==> src/rtl/fifo_arb_pkg.sv <==
// Shared types and constants for the TX FIFO write arbiter.
// Latency: n/a (declarations only).
// Backpressure: n/a.
package fifo_arb_pkg;

  // Write-side sequencer states; the ALU word always takes LO then HI back to back.
  typedef enum logic [1:0] {
    ST_IDLE        = 2'd0,
    ST_SEND_RD     = 2'd1,
    ST_SEND_ALU_LO = 2'd2,
    ST_SEND_ALU_HI = 2'd3
  } arb_state_t;

  // Requester IDs: index into the ovf flags and the value held in last_grant.
  localparam logic REQ_RD  = 1'b0;
  localparam logic REQ_ALU = 1'b1;

endpackage

==> src/rtl/fifo_wr_arbiter_if.sv <==
// Bundles the requester inputs and the FIFO write-side signals of the arbiter.
// Latency: n/a (wiring only).
// Backpressure: fifo_full travels toward the arbiter; everything else is a pulse or a level.
interface fifo_wr_arbiter_if #(
  parameter int WIDTH = 8
);
  logic [2*WIDTH-1:0] alu_out;
  logic               alu_vld;
  logic [WIDTH-1:0]   rd_data;
  logic               rd_vld;
  logic               fifo_full;
  logic               ovf_clr;
  logic [WIDTH-1:0]   wr_data;
  logic               wr_inc;
  logic               busy;
  logic [1:0]         ovf;

  // Side that feeds requests and observes FIFO writes.
  modport master (
    output alu_out, alu_vld, rd_data, rd_vld, fifo_full, ovf_clr,
    input  wr_data, wr_inc, busy, ovf
  );

  // The arbiter itself.
  modport slave (
    input  alu_out, alu_vld, rd_data, rd_vld, fifo_full, ovf_clr,
    output wr_data, wr_inc, busy, ovf
  );
endinterface

==> src/rtl/arb_hold_slot.sv <==
// One-deep hold register for a pulse-only requester; flags drops when a pulse hits a busy slot.
// Latency: data visible on data_out the cycle after the load pulse.
// Backpressure: none upstream; a pulse landing on a pending slot that is not unloading is dropped.
module arb_hold_slot #(
  parameter int DW = 8
) (
  input  logic          clk,
  input  logic          rst,
  input  logic          load,
  input  logic [DW-1:0] data_in,
  input  logic          unload,
  output logic [DW-1:0] data_out,
  output logic          pending,
  output logic          drop
);

  logic [DW-1:0] data_q;
  logic          pend_q;

  // A slot accepts a pulse when empty or when its last byte leaves this very cycle.
  logic accept;
  assign accept = load && (!pend_q || unload);
  assign drop   = load && pend_q && !unload;

  // Slot storage: reload wins over unload so a same-cycle pulse keeps the slot pending.
  always_ff @(posedge clk) begin
    if (rst) begin
      data_q <= '0;
      pend_q <= 1'b0;
    end else if (accept) begin
      data_q <= data_in;
      pend_q <= 1'b1;
    end else if (unload) begin
      pend_q <= 1'b0;
    end
  end

  assign data_out = data_q;
  assign pending  = pend_q;

endmodule

==> src/rtl/fifo_wr_arbiter.sv <==
// Shares the TX FIFO write port between the reg-file read slot and the 2-byte ALU slot (round-robin on ties).
// Latency: pulse at t -> first wr_inc at t+2; ALU bytes go out on two adjacent write cycles; one idle cycle between items.
// Backpressure: fifo_full stalls the current byte with state and data held; pulses into a busy slot are dropped and flagged in ovf.
// Build option FIFO_ARB_MSB_FIRST_EN: send the ALU high byte first (state order and timing unchanged).
module fifo_wr_arbiter #(
  parameter int WIDTH = 8
) (
  input  logic              clk,
  input  logic              rst,
  fifo_wr_arbiter_if.slave  bus
);
  import fifo_arb_pkg::*;

  arb_state_t         state_q, state_d;
  logic               last_q, last_d;
  logic [1:0]         ovf_q;

  logic [WIDTH-1:0]   rd_q;
  logic [2*WIDTH-1:0] alu_q;
  logic               rd_pend, alu_pend;
  logic               rd_drop, alu_drop;
  logic               rd_rel, alu_rel;
  logic               wr_inc;
  logic [WIDTH-1:0]   wr_data;
  logic [WIDTH-1:0]   alu_first, alu_second;

`ifdef FIFO_ARB_MSB_FIRST_EN
  assign alu_first  = alu_q[2*WIDTH-1:WIDTH];
  assign alu_second = alu_q[WIDTH-1:0];
`else
  assign alu_first  = alu_q[WIDTH-1:0];
  assign alu_second = alu_q[2*WIDTH-1:WIDTH];
`endif

  // A slot is freed only when its final byte is actually written.
  assign rd_rel  = (state_q == ST_SEND_RD)     && wr_inc;
  assign alu_rel = (state_q == ST_SEND_ALU_HI) && wr_inc;

  arb_hold_slot #(.DW(WIDTH)) u_rd_slot (
    .clk      (clk),
    .rst      (rst),
    .load     (bus.rd_vld),
    .data_in  (bus.rd_data),
    .unload   (rd_rel),
    .data_out (rd_q),
    .pending  (rd_pend),
    .drop     (rd_drop)
  );

  arb_hold_slot #(.DW(2*WIDTH)) u_alu_slot (
    .clk      (clk),
    .rst      (rst),
    .load     (bus.alu_vld),
    .data_in  (bus.alu_out),
    .unload   (alu_rel),
    .data_out (alu_q),
    .pending  (alu_pend),
    .drop     (alu_drop)
  );

  // State register and round-robin pointer; reset leaves ALU as last winner so RD takes the first tie.
  always_ff @(posedge clk) begin
    if (rst) begin
      state_q <= ST_IDLE;
      last_q  <= REQ_ALU;
    end else begin
      state_q <= state_d;
      last_q  <= last_d;
    end
  end

  // Next state and write-port drive; last_grant only moves when both slots contend.
  always_comb begin
    state_d = state_q;
    last_d  = last_q;
    wr_inc  = 1'b0;
    wr_data = '0;
    case (state_q)
      ST_IDLE: begin
        if (rd_pend && alu_pend) begin
          if (last_q == REQ_ALU) begin
            state_d = ST_SEND_RD;
            last_d  = REQ_RD;
          end else begin
            state_d = ST_SEND_ALU_LO;
            last_d  = REQ_ALU;
          end
        end else if (rd_pend) begin
          state_d = ST_SEND_RD;
        end else if (alu_pend) begin
          state_d = ST_SEND_ALU_LO;
        end
      end
      ST_SEND_RD: begin
        wr_data = rd_q;
        wr_inc  = !bus.fifo_full;
        if (!bus.fifo_full) state_d = ST_IDLE;
      end
      ST_SEND_ALU_LO: begin
        wr_data = alu_first;
        wr_inc  = !bus.fifo_full;
        if (!bus.fifo_full) state_d = ST_SEND_ALU_HI;
      end
      ST_SEND_ALU_HI: begin
        wr_data = alu_second;
        wr_inc  = !bus.fifo_full;
        if (!bus.fifo_full) state_d = ST_IDLE;
      end
      default: state_d = ST_IDLE;
    endcase
    // Reset abandons a half-sent word: the pending byte must not reach the FIFO.
    if (rst) wr_inc = 1'b0;
  end

  // Sticky drop flags; a drop in the same cycle as ovf_clr still sets its bit.
  always_ff @(posedge clk) begin
    if (rst) begin
      ovf_q <= 2'b00;
    end else begin
      ovf_q <= (bus.ovf_clr ? 2'b00 : ovf_q) | {alu_drop, rd_drop};
    end
  end

  assign bus.wr_inc  = wr_inc;
  assign bus.wr_data = wr_data;
  assign bus.busy    = rd_pend || alu_pend || (state_q != ST_IDLE);
  assign bus.ovf     = ovf_q;

endmodule

==> src/flat_wrapper.sv <==
// flat-port wrapper written by rule: the top's interface ports become plain ports
module fifo_wr_arbiter_flat import fifo_arb_pkg::*;
#(
  parameter int WIDTH = 8
)
  (clk, rst, bus_alu_out, bus_alu_vld, bus_rd_data, bus_rd_vld, bus_fifo_full, bus_ovf_clr, bus_wr_data, bus_wr_inc, bus_busy, bus_ovf);
  fifo_wr_arbiter_if #(.WIDTH(WIDTH)) bus_i ();
  input  logic clk;
  input  logic rst;
  input wire logic [$bits(bus_i.alu_out)-1:0] bus_alu_out;
  input wire logic [$bits(bus_i.alu_vld)-1:0] bus_alu_vld;
  input wire logic [$bits(bus_i.rd_data)-1:0] bus_rd_data;
  input wire logic [$bits(bus_i.rd_vld)-1:0] bus_rd_vld;
  input wire logic [$bits(bus_i.fifo_full)-1:0] bus_fifo_full;
  input wire logic [$bits(bus_i.ovf_clr)-1:0] bus_ovf_clr;
  output wire logic [$bits(bus_i.wr_data)-1:0] bus_wr_data;
  output wire logic [$bits(bus_i.wr_inc)-1:0] bus_wr_inc;
  output wire logic [$bits(bus_i.busy)-1:0] bus_busy;
  output wire logic [$bits(bus_i.ovf)-1:0] bus_ovf;
  assign bus_i.alu_out = bus_alu_out;
  assign bus_i.alu_vld = bus_alu_vld;
  assign bus_i.rd_data = bus_rd_data;
  assign bus_i.rd_vld = bus_rd_vld;
  assign bus_i.fifo_full = bus_fifo_full;
  assign bus_i.ovf_clr = bus_ovf_clr;
  assign bus_wr_data = bus_i.wr_data;
  assign bus_wr_inc = bus_i.wr_inc;
  assign bus_busy = bus_i.busy;
  assign bus_ovf = bus_i.ovf;
  fifo_wr_arbiter #(.WIDTH(WIDTH)) u_core (.clk(clk), .rst(rst), .bus(bus_i));
endmodule
==> config.mk <==
export PLATFORM = sky130hd
export DESIGN_NAME = fifo_wr_arbiter_flat
export DESIGN_NICKNAME = d
export VERILOG_FILES = /design/src/rtl/fifo_arb_pkg.sv /design/src/rtl/fifo_wr_arbiter_if.sv /design/src/rtl/arb_hold_slot.sv /design/src/rtl/fifo_wr_arbiter.sv /design/src/flat_wrapper.sv
export SDC_FILE = /design/constraint.sdc
export NUM_CORES = 1
export LEC_CHECK = 0
export BUFFER_PORTS_ARGS = -buffer_cell sky130_fd_sc_hd__buf_2
export CAP_MARGIN = 10
export CORE_MARGIN = 3
export CORE_UTILIZATION = 54
export CTS_CLUSTER_DIAMETER = 80
export CTS_CLUSTER_SIZE = 12
export DETAILED_ROUTE_END_ITERATION = 12
export PLACE_DENSITY = 0.76
export SETUP_SLACK_MARGIN = 0.2
export SYNTH_ARGS = -nofsm -noshare
export SYNTH_HDL_FRONTEND = slang
export SYNTH_SLANG_ARGS = --single-unit
==> constraint.sdc <==
create_clock -name clk -period 1.6 [get_ports clk]
set_clock_uncertainty 0.05 [all_clocks]
set_input_delay 0.32 -clock clk [delete_from_list [all_inputs] [get_ports clk]]
set_output_delay 0.32 -clock clk [all_outputs]
set_load 0.05 [all_outputs]
==> summary.md, run 1 <==
| Metric | Value |
|---|---|
| Combinational power share | `36.2%` |
| CTS max path bufs | `2` |
| Global-route wire length before repair | `about 11000 µm` |
| Crit path launch type | `flop` |
| Post-Layout Cell Count | `335` |
| Via density | `6.86` |
| Post-synthesis compound-gate area fraction | `24.6%` |
| Die width | `66.4 µm` |
| Num rows | `21` |
| Critical Path Stages | `4` |
| Pwr Total | `~2.2 mW` |
| Initial antenna violation count | `0` |
| Drt first-iter violations | `between 200 and 300` |
| PD cells | `751 nW/µm²` |
| Nets | `roughly 320` |
| Syn. warnings | `0` |
| Grt total ovfl | `0` |
| Most common cell after layout, fill and taps aside | `nand2_1` |
| Mapped Nets | `267` |
| Avg WL per Cell | `approximately 21 µm` |
| Buf+Inv Stages, Crit Path | `3` |
| Hold Vio Cnt, Final | `0` |
| Fill count | `roughly 180` |
| Crit path max-delay family | `buffers and inverters` |
| Antenna fix cells | `0` |
| Area of the multi-input gates | `1490 µm²` |
| Hold Buf Count CTS | `0` |
| Max-cap viol count | `0` |
| H-tree depth | `2` |
| Initial DRT Pass Iterations | `5` |
| Crit-path slowest cell | `dfxtp_4` |
| Status | `complete, but fails checks` |
| Slew margin rel. | `about 50%` |
| Peak Freq | `547 MHz` |
| Seq pwr share | `41.9%` |
| Hold Path Stages | `3` |
| Num ports | `42` |
| Clock slew at reported path FFs | `100 ps` |
| Worst EP arrival | `1460 ps` |
| CTS tree | `yes` |
| Final setup TNS | `-2260 ps` |
| RSZ-0062 raised after global routing | `true` |
| Synth Area in XOR/XNOR | `0%` |
| Worst path max stage delay | `410 ps` |
| Initial Utilization | `57.7%` |
| Fin crit period | `1830 ps` |
| Top-area cell type share of the netlist area | `between 30% and 40%` |
| Class of the worst hold path | `in -> reg` |
| Cell Chain, Critical Path | `clkinvlp_4 > clkbuf_16 > o21ai_4 > buf_6` |
| RD Place Congestion | `0.744` |
| Min-Delay Startpoint | `bus_rd_data[1]` |
| Die Span Y | `66.4 µm` |
| Synth Area per Inst | `8.31 µm²` |
| Largest net degree at the start of global routing | `40` |
| Maximum vdd drop | `651 µV` |
| Overall routing resource usage | `31.9%` |
| Post-layout instance area | `approximately 2900 µm²` |
| Violated checks | `negative setup slack` |
| Buffers on Ports | `41` |
| Vias | `between 2000 and 2500` |
| Lkg Pwr | `slightly below 1 nW` |
| Asr flop ratio synth | `0%` |
| Ys flop type | `dfxtp_1` |
| Area of the core | `3420 µm²` |
| CP required | `1230 ps` |
| Most frequent cells in the layout | `nand2_1, buf_2, dfxtp_1` |
| Hpwl dp | `between 3000 and 4000 µm` |
| Post-synthesis cell area | `1970 µm²` |
| Switch share | `37.0%` |
| Sequential-to-total area share from yosys stat | `31.5%` |
| Internal power | `1.38 mW` |
| CP max FO | `5` |
| Synth Area in Adders | `0%` |
| Synth area leaders | `dfxtp_1, nand4b_1, o311ai_1, nor3b_1, a31oi_1` |
| Dominant cell type by area after synthesis | `dfxtp_1` |
| Vias in the first global route | `between 2000 and 2500` |
| Share of layout cells above drive strength 1 | `39.8%` |
| Antenna Violating Nets Remaining | `0` |
| Dpl cell area | `2370 µm²` |
| Hold WS | `roughly 150 ps` |
| Residual DRC | `0` |
| Cell count after placement | `about 310` |
| Period utilization | `114%` |
| Syn-to-layout area delta | `48.0%` |
| Number of synthesized flops with an enable pin | `0` |
| Reg2Reg Depth | `8` |
| CTS Sinks | `31` |
| Crit path capture type | `output port` |
| Skew-Pair Late Insertion Delay | `370 ps` |
| Reg2reg start | `u_core.state_q[0]$_SDFFE_PP0P_` |
| Beginning of the critical path | `u_core.state_q[1]$_SDFFE_PP0P_` |
| Slew Limit Fails | `0` |
| Switching power | `810 µW` |
| FF+latch area | `629 µm²` |
| CTS buffer count | `5` |
| Main combinational cell family by area after synthesis | `simple AND/OR/NAND/NOR gates` |
| Post-synthesis mux area share | `under 10%` |
| Clk network pwr share | `21.9%` |
| Post-Syn Instances | `237` |
| Die footprint | `roughly 4400 µm²` |
| Final Setup Violations | `20` |
| Final WS setup | `-227 ps` |
| CP Class | `reg -> out` |
| Worst-Margin Slew | `743 ps` |
| Root buffer cell | `clkbuf_4` |
| FF+latch count, synth | `31` |
| Netlist cell types | `33` |
| Final wirelength | `7080 µm` |
| Simple-Gate Fraction of Synth Area | `about a third` |
synthesized netlist by cell type, types with 5 or more instances:
cell type	instances
nand2_1	32
dfxtp_1	31
a31oi_1	24
nand4b_1	24
nor3b_1	24
o311ai_1	24
buf_2	14
clkbuf_1	13
mux2i_1	8
o21ai_1	8
nor2b_1	5
power groups by stage:
stage / combinational (mW) / sequential [mW] / clock, mW
after floorplan: 0.388 / 0.899 / 0
after global placement: 0.545 / 0.908 / 0
after detailed placement: 0.552 / 0.911 / 0
after CTS: 0.693 / 0.910 / 0.464
after global routing: 0.836 / 0.923 / 0.504
final: 0.793 / 0.918 / 0.479
sequential cells by signal (all words and copies together) (netlist names):
register and cells:
u_core.bus.ovf 2, u_core.u_rd_slot.data_out 8, u_core.u_alu_slot.pending 1, u_core.last_q 1, u_core.state_q 2, u_core.u_alu_slot.data_out 16
u_core.u_rd_slot.pending 1
per-layer routing:
| layer | part of all wire [%] | vias up | wire, µm | track usage, % |
|---|---|---|---|---|
| li1 | - | 1034 | - | - |
| met1 | 39 | 1106 | 2780 | 41.0 |
| met2 | 49 | 134 | 3460 | 49.9 |
| met3 | 8.5 | 23 | 603 | 8.33 |
| met4 | 3.2 | 0 | 229 | 13.5 |
| met5 | 0 | - | 0 | 0 |
layout make-up:
cell class	instances	share of cell area [%]
well taps	46	1.98
clock buffers	7	1.55
multi-input cells	172	51.0
inverters	5	0.773
clock inverters	1	0.172
repair buffers	73	22.9
flip-flops and latches	31	21.6
worst reg2reg max path, stage by stage (launching register included):
cell      delay (ps)
dfxtp_4          390
buf_6            140
buf_6            100
buf_6             80
and4bb_4         320
buf_12           130
buf_16           110
nand4b_1         160
o311ai_2         130
what timing repair did:
item                       CTS  global route
setup endpoints to repair   26            36
cloned                       2             1
buffers inserted             9             2
pin swaps                   13            16
gates resized for setup     55            18
kinds of logic after synthesis:
kind of cell	Yosys count
AOI/OAI and AO/OA	68
buffers and inverters	34
DFF	31
muxes	8
and+or+nand+nor	96
path summary, 6_finish.rpt:
kind	endpoint	slack, ps
worst min register to register	u_core.bus.ovf[1]$_SDFF_PP0_	440
worst max-delay path	bus_wr_data[4]	-230
worst min-delay path	u_core.u_rd_slot.data_out[1]$_SDFFE_PP0P_	150
worst max register to register	u_core.u_alu_slot.data_out[9]$_SDFFE_PP0P_	-80
through the flow:
step | util (%) | setup slack, ps
global placement | 69.5 | -199
global route | 85.3 | -254
finish | 85.3 | -227
floorplan | - | 120
CTS | 81.5 | -158
detailed placement | 69.5 | -201
No activity file was read; power rests on OpenSTA's default activity.
==> run 2: changes to the inputs <==
--- a/config.mk
+++ b/config.mk
@@ -6,13 +6,13 @@
 export NUM_CORES = 1
 export LEC_CHECK = 0
 export BUFFER_PORTS_ARGS = -buffer_cell sky130_fd_sc_hd__buf_2
-export CAP_MARGIN = 10
+export CAP_MARGIN = 15
 export CORE_MARGIN = 3
-export CORE_UTILIZATION = 54
+export CORE_UTILIZATION = 49
 export CTS_CLUSTER_DIAMETER = 80
 export CTS_CLUSTER_SIZE = 12
 export DETAILED_ROUTE_END_ITERATION = 12
-export PLACE_DENSITY = 0.76
+export PLACE_DENSITY = 0.73
 export SETUP_SLACK_MARGIN = 0.2
 export SYNTH_ARGS = -nofsm -noshare
 export SYNTH_HDL_FRONTEND = slang
==> constraint.sdc (replaced) <==
create_clock -name clk -period 1.65 [get_ports clk]
set_clock_uncertainty 0.05 [all_clocks]
set_input_delay 0.33 -clock clk [delete_from_list [all_inputs] [get_ports clk]]
set_output_delay 0.33 -clock clk [all_outputs]
set_load 0.05 [all_outputs]
==> summary.md, run 2 (synthesis gave the netlist of run 1 again) <==
| Metric | Value |
|---|---|
| Status | `complete, but fails checks` |
| Violated checks | `negative setup slack` |
| Period utilization | `102%` |
| Worst EP arrival | `around 1300 ps` |
| Crit path launch type | `flop` |
| Final WS setup | `-39.7 ps` |
| Avg WL per Cell | `16.4 µm` |
| Die width | `69.4 µm` |
| Max reg flops | `16` |
| Crit path capture type | `output port` |
| Crit path max-delay family | `flip-flops` |
| Area of the core | `roughly 3800 µm²` |
| Global-route wire length before repair | `9160 µm` |
| Initial DRT Pass Iterations | `4` |
| CTS max path bufs | `2` |
| Hpwl dp | `between 3000 and 4000 µm` |
| RD Place Congestion | `around 0.73` |
| Hold Buf Count CTS | `0` |
| Lkg Pwr | `0.910 nW` |
| PD cells | `~780 nW/µm²` |
| Die Span Y | `69.4 µm` |
| Antenna Violating Nets Remaining | `0` |
| Clock slew at reported path FFs | `60 ps` |
| Pwr Total | `approximately 2.1 mW` |
| CP max FO | `8` |
| Fin util | `72.3%` |
| CTS tree | `yes` |
| Max-cap viol count | `0` |
| Share of layout cells above drive strength 1 | `between 30 and 40%` |
| Buf+Inv Stages, Crit Path | `2` |
| Largest net degree at the start of global routing | `33` |
| DP Worst Slack | `66.3 ps` |
| CTS Sinks | `31` |
| Grt total ovfl | `0` |
| CTS buffer count | `5` |
| Final wirelength | `5420 µm` |
| Num ports | `between 40 and 50` |
| Crit-path slowest cell | `dfxtp_4` |
| Num rows | `22` |
| Hold Vio Cnt, Final | `0` |
| Fill count | `307` |
| Root buffer cell | `clkbuf_8` |
| Syn-to-layout area delta | `38.4%` |
| Vias | `2113` |
| Overall routing resource usage | `23.1%` |
| Initial Utilization | `52.2%` |
| RSZ-0062 raised after global routing | `true` |
| Cell Chain, Critical Path | `buf_12 > mux2i_4 > o21ai_4 > buf_6` |
| Maximum vdd drop | `525 µV` |
| Initial antenna violation count | `0` |
| Die footprint | `4820 µm²` |
| Buffers on Ports | `between 40 and 50` |
| CP required | `1270 ps` |
| Most frequent cells in the layout | `buf_2, nand2_1, dfxtp_1` |
| Class of the worst hold path | `in -> reg` |
| Nets | `312` |
| Antenna fix cells | `0` |
| Worst-Margin Slew | `just over 600 ps` |
| Peak Freq | `just under 600 MHz` |
| Slew Limit Fails | `0` |
| Via density | `6.38` |
| Most common cell after layout, fill and taps aside | `buf_2` |
| Fin crit period | `between 1500 and 2000 ps` |
| Slew margin rel. | `between 50% and 60%` |
| Residual DRC | `0` |
| Skew-Pair Late Insertion Delay | `280 ps` |
| Drt first-iter violations | `253` |
| H-tree depth | `2` |
| Final Setup Violations | `8` |
| Vias in the first global route | `1954` |
| Worst path max stage delay | `370 ps` |
| CP Class | `reg -> out` |
-- run 2: power breakdown --
part,total [mW],internal [mW],switching (mW)
logic,0.661,0.303,0.357
registers,0.886,0.812,0.0736
clock network,0.573,0.295,0.277
total,2.12,1.41,0.708
-- run 2: per-layer routing --
layer	vias to the layer above	part of all wire (%)	wire (µm)	GRT usage [%]
met1	1004	46	2510	33.1
met4	0	1.2	65	5.64
met5	-	0	0	0
met2	82	46	2500	34.4
met3	8	6.5	351	5.94
li1	1019	-	-	-
-- run 2: stage by stage --
step	setup TNS, ps	area [µm²]	cells	hold WS, ps
2_1_floorplan	0	2090	237	416
5_1_grt	-663	2730	331	260
6_report	-260	2730	331	242
3_3_place_gp	0	2400	319	404
4_1_cts	-345	2680	329	241
3_5_place_dp	0	2400	319	407
-- run 2: what timing repair did --
item	in CTS	in global routing
setup endpoints to repair	10	15
gates resized for setup	42	8
cloned	0	1
buffers inserted	2	1
pin swaps	8	3
-- run 2: path summary, 6_finish.rpt --
check	startpoint	to	slack [ps]	cells after the start
max	u_core.state_q[0]$_SDFFE_PP0P_	bus_wr_data[0]	-40	4
min	bus_rd_data[3]	u_core.u_rd_slot.data_out[3]$_SDFFE_PP0P_	240	3
max reg2reg	u_core.state_q[1]$_SDFFE_PP0P_	u_core.u_rd_slot.data_out[6]$_SDFFE_PP0P_	230	5
min reg2reg	u_core.bus.ovf[1]$_SDFF_PP0_	u_core.bus.ovf[1]$_SDFF_PP0_	420	1
-- run 2: cell type report --
| cell class | instances | area (µm²) | area share (%) |
|---|---|---|---|
| inverters | 5 | 22.5 | 0.826 |
| clock inverters | 1 | 5.00 | 0.184 |
| well taps | 48 | 60.1 | 2.20 |
| multi-input cells | 172 | 1420 | 52.1 |
| clock buffers | 7 | 76.3 | 2.80 |
| flip-flops and latches | 31 | 632 | 23.2 |
| repair buffers | 67 | 509 | 18.7 |
-- run 2: worst reg2reg max path: cells and delay by family, from the launching register on --
kind | cells | cell delay, ps
AOI/OAI and AO/OA | 1 | 110
buffers and inverters | 2 | 350
DFF | 1 | 370
and+or+nand+nor | 2 | 420
